File: src/rtl/if_fetch_stage_pkg.sv
// Shared fetch-stage constants, IF/ID record type and address helpers.
package if_fetch_stage_pkg;

  localparam int INST_ADDR_BUS = 32;
  localparam int INST_BUS      = 32;

  localparam logic CHIP_ENABLE  = 1'b1;
  localparam logic CHIP_DISABLE = 1'b0;
  localparam logic STALL_HOLD   = 1'b1;
  localparam logic STALL_RUN    = 1'b0;

  localparam logic [INST_BUS-1:0]      ZERO_WORD = 32'h0000_0000;
  localparam logic [INST_ADDR_BUS-1:0] PC_STEP   = 32'd4;

  typedef struct packed {
    logic [INST_ADDR_BUS-1:0] pc;
    logic [INST_BUS-1:0]      inst;
    logic                     valid;
    logic                     misalign;
  } if_id_t;

  localparam if_id_t IF_ID_BUBBLE = '{pc: 32'h0000_0000, inst: ZERO_WORD,
                                      valid: 1'b0, misalign: 1'b0};

  function automatic logic [INST_ADDR_BUS-1:0] word_align(input logic [INST_ADDR_BUS-1:0] addr);
    return {addr[INST_ADDR_BUS-1:2], 2'b00};
  endfunction

  function automatic logic is_misaligned(input logic [INST_ADDR_BUS-1:0] addr);
    return (addr[1:0] != 2'b00);
  endfunction

endpackage

File: src/rtl/if_fetch_stage_pc_reg.sv
// Program counter and ROM chip-enable; redirect priority flush > stall > branch > step.
module if_fetch_stage_pc_reg
  import if_fetch_stage_pkg::*;
#(
  parameter logic [INST_ADDR_BUS-1:0] RESET_PC = 32'h0000_0000
) (
  input  logic                     clk,
  input  logic                     rst_n,
  input  logic                     stall_if_i,
  input  logic                     branch_flag_i,
  input  logic [INST_ADDR_BUS-1:0] branch_target_i,
  input  logic                     flush_i,
  input  logic [INST_ADDR_BUS-1:0] flush_pc_i,
  output logic [INST_ADDR_BUS-1:0] pc_o,
  output logic                     ce_o,
  output logic                     misalign_o
);

  logic [INST_ADDR_BUS-1:0] pc_r;
  logic                     ce_r;
  logic                     misalign_r;

  // PC, enable and misalign flag; pc is frozen at RESET_PC until ce has been enabled once.
  always_ff @(posedge clk or negedge rst_n) begin
    if (!rst_n) begin
      ce_r       <= CHIP_DISABLE;
      pc_r       <= RESET_PC;
      misalign_r <= 1'b0;
    end else begin
      ce_r <= CHIP_ENABLE;
      if (ce_r == CHIP_DISABLE) begin
        pc_r       <= RESET_PC;
        misalign_r <= 1'b0;
      end else if (flush_i) begin
        pc_r       <= word_align(flush_pc_i);
        misalign_r <= is_misaligned(flush_pc_i);
      end else if (stall_if_i == STALL_HOLD) begin
        pc_r       <= pc_r;
        misalign_r <= misalign_r;
      end else if (branch_flag_i) begin
        pc_r       <= word_align(branch_target_i);
        misalign_r <= is_misaligned(branch_target_i);
      end else begin
        pc_r       <= pc_r + PC_STEP;
        misalign_r <= 1'b0;
      end
    end
  end

  assign pc_o       = pc_r;
  assign ce_o       = ce_r;
  assign misalign_o = misalign_r;

endmodule

File: src/rtl/if_fetch_stage.sv
// MIPS instruction-fetch stage: drives the instruction ROM and owns the IF/ID register.
module if_fetch_stage
  import if_fetch_stage_pkg::*;
#(
  parameter logic [INST_ADDR_BUS-1:0] RESET_PC          = 32'h0000_0000,
  parameter bit                       BRANCH_DELAY_SLOT = 1'b1
) (
  input  logic                     clk,
  input  logic                     rst_n,
  input  logic                     stall_if_i,
  input  logic                     stall_id_i,
  input  logic                     branch_flag_i,
  input  logic [INST_ADDR_BUS-1:0] branch_target_i,
  input  logic                     flush_i,
  input  logic [INST_ADDR_BUS-1:0] flush_pc_i,
  input  logic [INST_BUS-1:0]      rom_data_i,
  output logic [INST_ADDR_BUS-1:0] rom_addr_o,
  output logic                     rom_ce_o,
  output logic [INST_ADDR_BUS-1:0] id_pc_o,
  output logic [INST_BUS-1:0]      id_inst_o,
  output logic                     id_valid_o,
  output logic                     id_misalign_o
);

  logic [INST_ADDR_BUS-1:0] pc_s;
  logic                     ce_s;
  logic                     misalign_s;
  if_id_t                   if_id_r;
  logic                     squash_s;

  if_fetch_stage_pc_reg #(
    .RESET_PC (RESET_PC)
  ) u_pc_reg (
    .clk             (clk),
    .rst_n           (rst_n),
    .stall_if_i      (stall_if_i),
    .branch_flag_i   (branch_flag_i),
    .branch_target_i (branch_target_i),
    .flush_i         (flush_i),
    .flush_pc_i      (flush_pc_i),
    .pc_o            (pc_s),
    .ce_o            (ce_s),
    .misalign_o      (misalign_s)
  );

  // Without a delay slot the word fetched alongside a taken branch is on the wrong path.
  assign squash_s = branch_flag_i && (BRANCH_DELAY_SLOT == 1'b0);

  // IF/ID pipeline register; a disabled ROM yields a bubble rather than a valid zero word.
  always_ff @(posedge clk or negedge rst_n) begin
    if (!rst_n) begin
      if_id_r <= IF_ID_BUBBLE;
    end else if (flush_i) begin
      if_id_r <= IF_ID_BUBBLE;
    end else if (stall_id_i == STALL_HOLD) begin
      if_id_r <= if_id_r;
    end else if (stall_if_i == STALL_HOLD) begin
      if_id_r <= IF_ID_BUBBLE;
    end else if (squash_s) begin
      if_id_r <= IF_ID_BUBBLE;
    end else if (ce_s == CHIP_DISABLE) begin
      if_id_r <= IF_ID_BUBBLE;
    end else begin
      if_id_r <= '{pc: pc_s, inst: rom_data_i, valid: 1'b1, misalign: misalign_s};
    end
  end

  assign rom_addr_o    = pc_s;
  assign rom_ce_o      = ce_s;
  assign id_pc_o       = if_id_r.pc;
  assign id_inst_o     = if_id_r.inst;
  assign id_valid_o    = if_id_r.valid;
  assign id_misalign_o = if_id_r.misalign;

endmodule

File: config.mk
export PLATFORM = sky130hd
export DESIGN_NAME = if_fetch_stage
export DESIGN_NICKNAME = d
export VERILOG_FILES = /design/src/rtl/if_fetch_stage_pkg.sv /design/src/rtl/if_fetch_stage_pc_reg.sv /design/src/rtl/if_fetch_stage.sv
export SDC_FILE = /design/constraint.sdc
export NUM_CORES = 1
export LEC_CHECK = 0
export BUFFER_PORTS_ARGS = -buffer_cell sky130_fd_sc_hd__buf_4
export CELL_PAD_IN_SITES_DETAIL_PLACEMENT = 0
export CELL_PAD_IN_SITES_GLOBAL_PLACEMENT = 1
export CORE_MARGIN = 1
export CORE_UTILIZATION = 39
export CTS_CLUSTER_DIAMETER = 50
export DETAILED_ROUTE_END_ITERATION = 10
export GPL_ROUTABILITY_DRIVEN = 0
export PLACE_DENSITY = 0.84
export SLEW_MARGIN = 5
export SYNTH_ARGS = -nofsm -noshare
export SYNTH_HDL_FRONTEND = slang
export SYNTH_SLANG_ARGS = --single-unit
File: constraint.sdc
create_clock -name clk -period 5.7 [get_ports clk]
set_clock_uncertainty 0.1 [all_clocks]
set_input_delay 0.855 -clock clk [delete_from_list [all_inputs] [get_ports clk]]
set_output_delay 0.855 -clock clk [all_outputs]
set_load 0.03 [all_outputs]
==> Word-level counts from Yosys, hierarchy flattened <==
Index checks and enable logic that the tools add are counted.
W data, S select, Z words.
{ "word_totals": {"reg_bits": 100, "input_bits": 102, "output_inout_bits": 99} }
{ "classes": {"add_sub_neg": 1, "eq_ne": 2, "muxes": 12, "reduce_logical": 2} }
{ "ops": {"columns": ["op", "n"], "rows": [
  ["$mux W66", 4],
  ["$mux W32", 4],
  ["$add A32 B3 Y32 const B", 1],
  ["$mux W1", 4],
  ["$reduce_bool A2 Y1", 2],
  ["$ne A3 B3 Y1 const B", 1],
  ["$ne A2 B1 Y1 const B", 1]
]} }

==> Logic depth before layout (Yosys ltp) <==
{ "logic_depth": {"depth_word": 5, "depth_mapped": 8, "depth_no_buf": 6} }

==> Modules after synthesis <==
A second synthesis with hierarchy kept.
{ "hier_totals": {"hier_cells": 636, "area_unflattened_um2": 5773.0} }
{ "by_module_without_submodules": {"columns": ["mod", "n_inst", "cells_per_inst", "area_per_inst_um2", "seq_area_each_um2"], "rows": [
  ["if_fetch_stage", 1, 299, 3156.8, 1651.6],
  ["if_fetch_stage_pc_reg", 1, 337, 2616.3, 800.8]
]} }

==> Worst setup path before layout <==
OpenSTA, ideal clock, no wires.
{ "synth_path": {"path_kind": "register -> register", "start": "reg u_pc_reg.pc_r[2], in the netlist u_pc_reg.pc_o[2]", "end": "reg u_pc_reg.pc_r[28], in the netlist u_pc_reg.pc_o[28]", "setup_time_ps": 123, "arrival_time_ps": 1963, "setup_slack_ps": 3514, "stages_incl_launch_ff": 7, "path_buffers": 0, "cell_sequence": "dfrtp_1 ha_1 nand3_2 or4_4 o31a_1 o21ai_1 a2bb2oi_1"} }
{ "synth_via": {"elab_chain_cells": 5} }
{ "synth_lines": {"columns": ["element", "line_no", "rtl"], "rows": [
  ["from (decl)", "if_fetch_stage_pc_reg.sv:19", "logic [INST_ADDR_BUS-1:0] pc_r;"],
  ["from (signal assigned)", "if_fetch_stage_pc_reg.sv:35", "pc_r <= word_align(flush_pc_i);"],
  ["from (signal assigned)", "if_fetch_stage_pc_reg.sv:38", "pc_r <= pc_r;"],
  ["from (signal assigned)", "if_fetch_stage_pc_reg.sv:41", "pc_r <= word_align(branch_target_i);"],
  ["$add A32 B3 Y32", "if_fetch_stage_pc_reg.sv:44", "pc_r <= pc_r + PC_STEP;"],
  ["$mux W32", "if_fetch_stage_pc_reg.sv:40", "end else if (branch_flag_i) begin"],
  ["$mux W32", "if_fetch_stage_pc_reg.sv:37", "end else if (stall_if_i == STALL_HOLD) begin"],
  ["$mux W32", "if_fetch_stage_pc_reg.sv:34", "end else if (flush_i) begin"],
  ["$mux W32", "if_fetch_stage_pc_reg.sv:31", "if (ce_r == CHIP_DISABLE) begin"]
]} }
Every way passes these cells. The select of a mux whose other input is x is not followed.
A chain may end at the register's enable or synchronous reset.

==> Final worst setup path <==
{ "layout_path": {"start": "in flush_i", "end": "reg if_id_r (netlist bit id_pc_o[26])"} }
{ "layout_via": {"elab_chain_cells": 1} }
{ "layout_lines": {"columns": ["element", "line_no", "rtl"], "rows": [
  ["from (decl)", "if_fetch_stage.sv:14", "input logic flush_i,"],
  ["$ne A2 B1 Y1 (no line) or $mux W66 (tied branches)", null, null],
  ["to (signal assigned)", "if_fetch_stage.sv:56", "if_id_r <= if_id_r;"],
  ["to (signal assigned)", "if_fetch_stage.sv:64", "if_id_r <= '{pc: pc_s, inst: rom_data_i, valid: 1'b1, misalign: misalign_s};"],
  ["to (decl)", "if_fetch_stage.sv:28", "if_id_t if_id_r;"]
]} }
Several ways; a longest one is shown, not always the timed one.

==> impl_summary.txt <==
----------------------------------------------------
[Drt]
  Via-per-instance ratio ... 5.72
  Via count ... 4,770
  Remaining number of nets flagged by the antenna check after routing ... 0
  Total detailed-routing wirelength ... 15,800 µm
  Number of violations reported at the end of detailed-routing iteration 0 ... 319
  DR WL met3 ... 1180 µm
  Highest layer used for signal routing ... met4
  Average wire per cell in the routed design ... 18.9 µm
  Total met2 wirelength after detailed routing ... 7530 µm
  Number of remaining DRC errors ... 0
  Number of detailed-route iterations in the first pass ... 5
  Routed metal-1 wire length ... 6840 µm

[STA]
  Endpoints failing hold ... 0
  Min Tclk post-route ... 3070 ps
  Unrepaired setup endpoints after global routing ... no
  Highest Clock Rate ... 326 MHz
  Total Neg Setup Slack ... 0 ps
  Number of failing setup endpoints in the final timing report ... 0
  WHS ... 394 ps
  Period utilization ... 53.8%
  Transition time at the pin with the least slew margin ... 994 ps
  Slew Limit Headroom ... 33.6%
  Pins Over Slew Limit ... 0

[Critical path]
  Type of origin of the critical path ... input port
  Most numerous cell on the critical path ... sky130_fd_sc_hd__buf_4
  Arrival time at the worst endpoint ... 3250 ps
  Buffers plus inverters on the worst setup path ... 3
  Cell with the largest stage delay on the worst path ... sky130_fd_sc_hd__inv_1
  Kind of cell with the highest combined delay on the critical path ... buffers and inverters
  Worst stage delay on the critical path ... 790 ps
  Kind of end point of the critical path ... flip-flop
  Cells traversed along the worst timing path ... buf_4 > inv_1 > nand2_1 > nor3_4 > buf_4 > a22o_1
  Worst Path Required ... 5880 ps
  CP max FO ... 64
  Type of the worst setup path ... in2reg

[Layout]
  Area overhead of the layout relative to synthesis ... 37.4%
  Layout cell share with drive strength beyond 1 ... 34.7%
  Final design area excluding fillers ... 6760 µm²
  Post-Layout Cell Count ... 834
  Final antenna diode count ... 0
  Filler cell count ... 1,124
  Post-layout nets ... 764

[Clocking]
  Number of buffers inserted by hold repair at cts ... 0
  Post-cts gate resize count ... 0
  Count of clock tree sinks ... 97
  Clock-pin slew on the worst setup and hold paths ... 70 ps
  Clock tree from TritonCTS ... built
  CTS buffer count ... 9
  Clock insertion delay at the later pin of the skew report ... 350 ps
  CTS root buf ... sky130_fd_sc_hd__clkbuf_16
  Number of buffers on the longest clock path ... 2
  Setup bufs post-CTS ... 0
  # H-tree levels ... 3

[Floorplanning]
  Die span in x ... 114 µm
  Starting density of the core ... 40.5%
  Total die area ... 13,100 µm²
  Cell Rows ... 40
  Die Y-Extent ... 114 µm
  I/O pin count ... 201
  Core Area ... 12,200 µm²

[Global route]
  Maximum number of pins on one net before global-route repair ... 65
  All-layer global routing usage ... 24.2%
  Wire length of the first global-routing pass ... 24,500 µm
  Total grt overflow ... 0
  Initial antenna violation count ... 0
  Number of global-route vias before repair ... 4,675

[Place]
  Placed cell count ... 818
  HPWL reported at the end of detailed placement ... 10,800 µm
  Placement-stage cell area ... 6450 µm²
  Quantity of I/O buffers inserted on ports ... 198

[Synthesis]
  Count of flip-flops with a built-in enable after synthesis ... 0
  Gate Count Post-Synth ... 494
  Warnings from Yosys ... 0
  Yosys top cell area share ... 49.3%
  Flip-flop and latch count after synthesis ... 97
  Most area-consuming cells after synthesis ... sky130_fd_sc_hd__dfrtp_1, sky130_fd_sc_hd__a22o_1, sky130_fd_sc_hd__nand2_1, sky130_fd_sc_hd__a21oi_1, sky130_fd_sc_hd__o21ai_0
  Count of different cell masters after synthesis ... 62
  Average footprint of a synthesized cell ... 9.96 µm²
  Post-synthesis instance area ... 4920 µm²
  Top cell types by occurrence after synthesis ... sky130_fd_sc_hd__dfrtp_1, sky130_fd_sc_hd__a22o_1, sky130_fd_sc_hd__nand2_1
  Most frequent cell after synthesis ... sky130_fd_sc_hd__dfrtp_1
  Most frequently used flop master after synthesis ... sky130_fd_sc_hd__dfrtp_1
  Sequential fraction of the synthesis area ... 49.3%
  Leading area contributor after synthesis ... sky130_fd_sc_hd__dfrtp_1
  Fraction of registers with async set or reset after synthesis ... 100%

[Min path]
  Hold WC Path Type ... reg2reg

[Power and ir drop]
  Power per Cell Area ... 248 nW/µm²
  Leakage Power ... 0.00326 µW
  Total power after layout ... 1670 µW
  Peak VDD IR ... 0.160 mV

[Flow run]
  Max-cap viol count ... 0

[Run status]
  Status ... finished clean

----------------------------------------------------
## kinds of logic (layout without fill, tap and decap cells)
group	Yosys count	in the layout	synth area share, %
AOI/OAI and AO/OA	190	190	28.2
muxes	4	4	0.839
other	2	3	0.153
and+or+nand+nor	138	138	15.3
buffers and inverters	57	228	5.08
xor gates and xnor gates	5	5	0.890
adders and majority gates	1	1	0.254
DFF	97	97	49.3
## path summary, 6_finish.rpt
check,cells past startpoint,startpoint,endpoint,slack (ps)
max in group asynchronous,2,rst_n,id_pc_o[23],3990
min in group asynchronous,1,rst_n,id_inst_o[18],400
hold / removal,1,u_pc_reg.misalign_o,id_misalign_o,390
setup reg to reg,6,u_pc_reg.ce_o,u_pc_reg.pc_o[17],3150
setup / recovery,6,flush_i,id_pc_o[26],2630
hold reg to reg,1,u_pc_reg.misalign_o,id_misalign_o,390
## final cells by class
| type | count | area (µm²) | area share [%] |
|---|---|---|---|
| Clock buffer | 12 | 256 | 3.79 |
| Clock inverter | 4 | 51.3 | 0.759 |
| Inverter | 10 | 37.5 | 0.555 |
| Multi-Input combinational cell | 341 | 2260 | 33.5 |
| Sequential cell | 97 | 2430 | 35.9 |
| Tap cell | 168 | 210 | 3.11 |
| Timing Repair Buffer | 202 | 1520 | 22.4 |
## power breakdown
| group | switching, µW | internal [µW] |
|---|---|---|
| registers | 45.0 | 714 |
| logic | 164 | 122 |
| clock network | 266 | 365 |
## cell usage in the layout, fill, tap and decap left out, types with 9 or more instances in the layout
cell type,n
sky130_fd_sc_hd__nor2_1,20
sky130_fd_sc_hd__clkbuf_16,9
sky130_fd_sc_hd__inv_1,10
sky130_fd_sc_hd__a21oi_1,27
sky130_fd_sc_hd__nor4_1,10
sky130_fd_sc_hd__nand2_1,40
sky130_fd_sc_hd__o21ai_0,27
sky130_fd_sc_hd__o211ai_1,11
sky130_fd_sc_hd__nand3_1,15
sky130_fd_sc_hd__dfrtp_1,97
sky130_fd_sc_hd__a22o_1,64
sky130_fd_sc_hd__buf_4,202
## state kept, by name (all words and copies together) (netlist names)
signal               flops
id_inst_o               32
id_misalign_o            1
id_pc_o                 31
id_valid_o               1
u_pc_reg.ce_o            1
u_pc_reg.misalign_o      1
u_pc_reg.pc_o           30
## metrics by stage
step / worst slack [ps] / util, %
4_1_cts: 2690 / 55.6
5_1_grt: 2410 / 55.6
6_report: 2630 / 55.6
3_5_place_dp: 2330 / 53.1
2_1_floorplan: 3510 / -
3_3_place_gp: 2410 / 53.1
## layer usage
metal / up-vias / global-route usage, %
met5: - / 0
met4: 0 / 9.70
met3: 17 / 4.34
met2: 231 / 39.3
met1: 2325 / 32.1
li1: 2197 / -
Note: power is estimated with default switching activity, not from simulation.
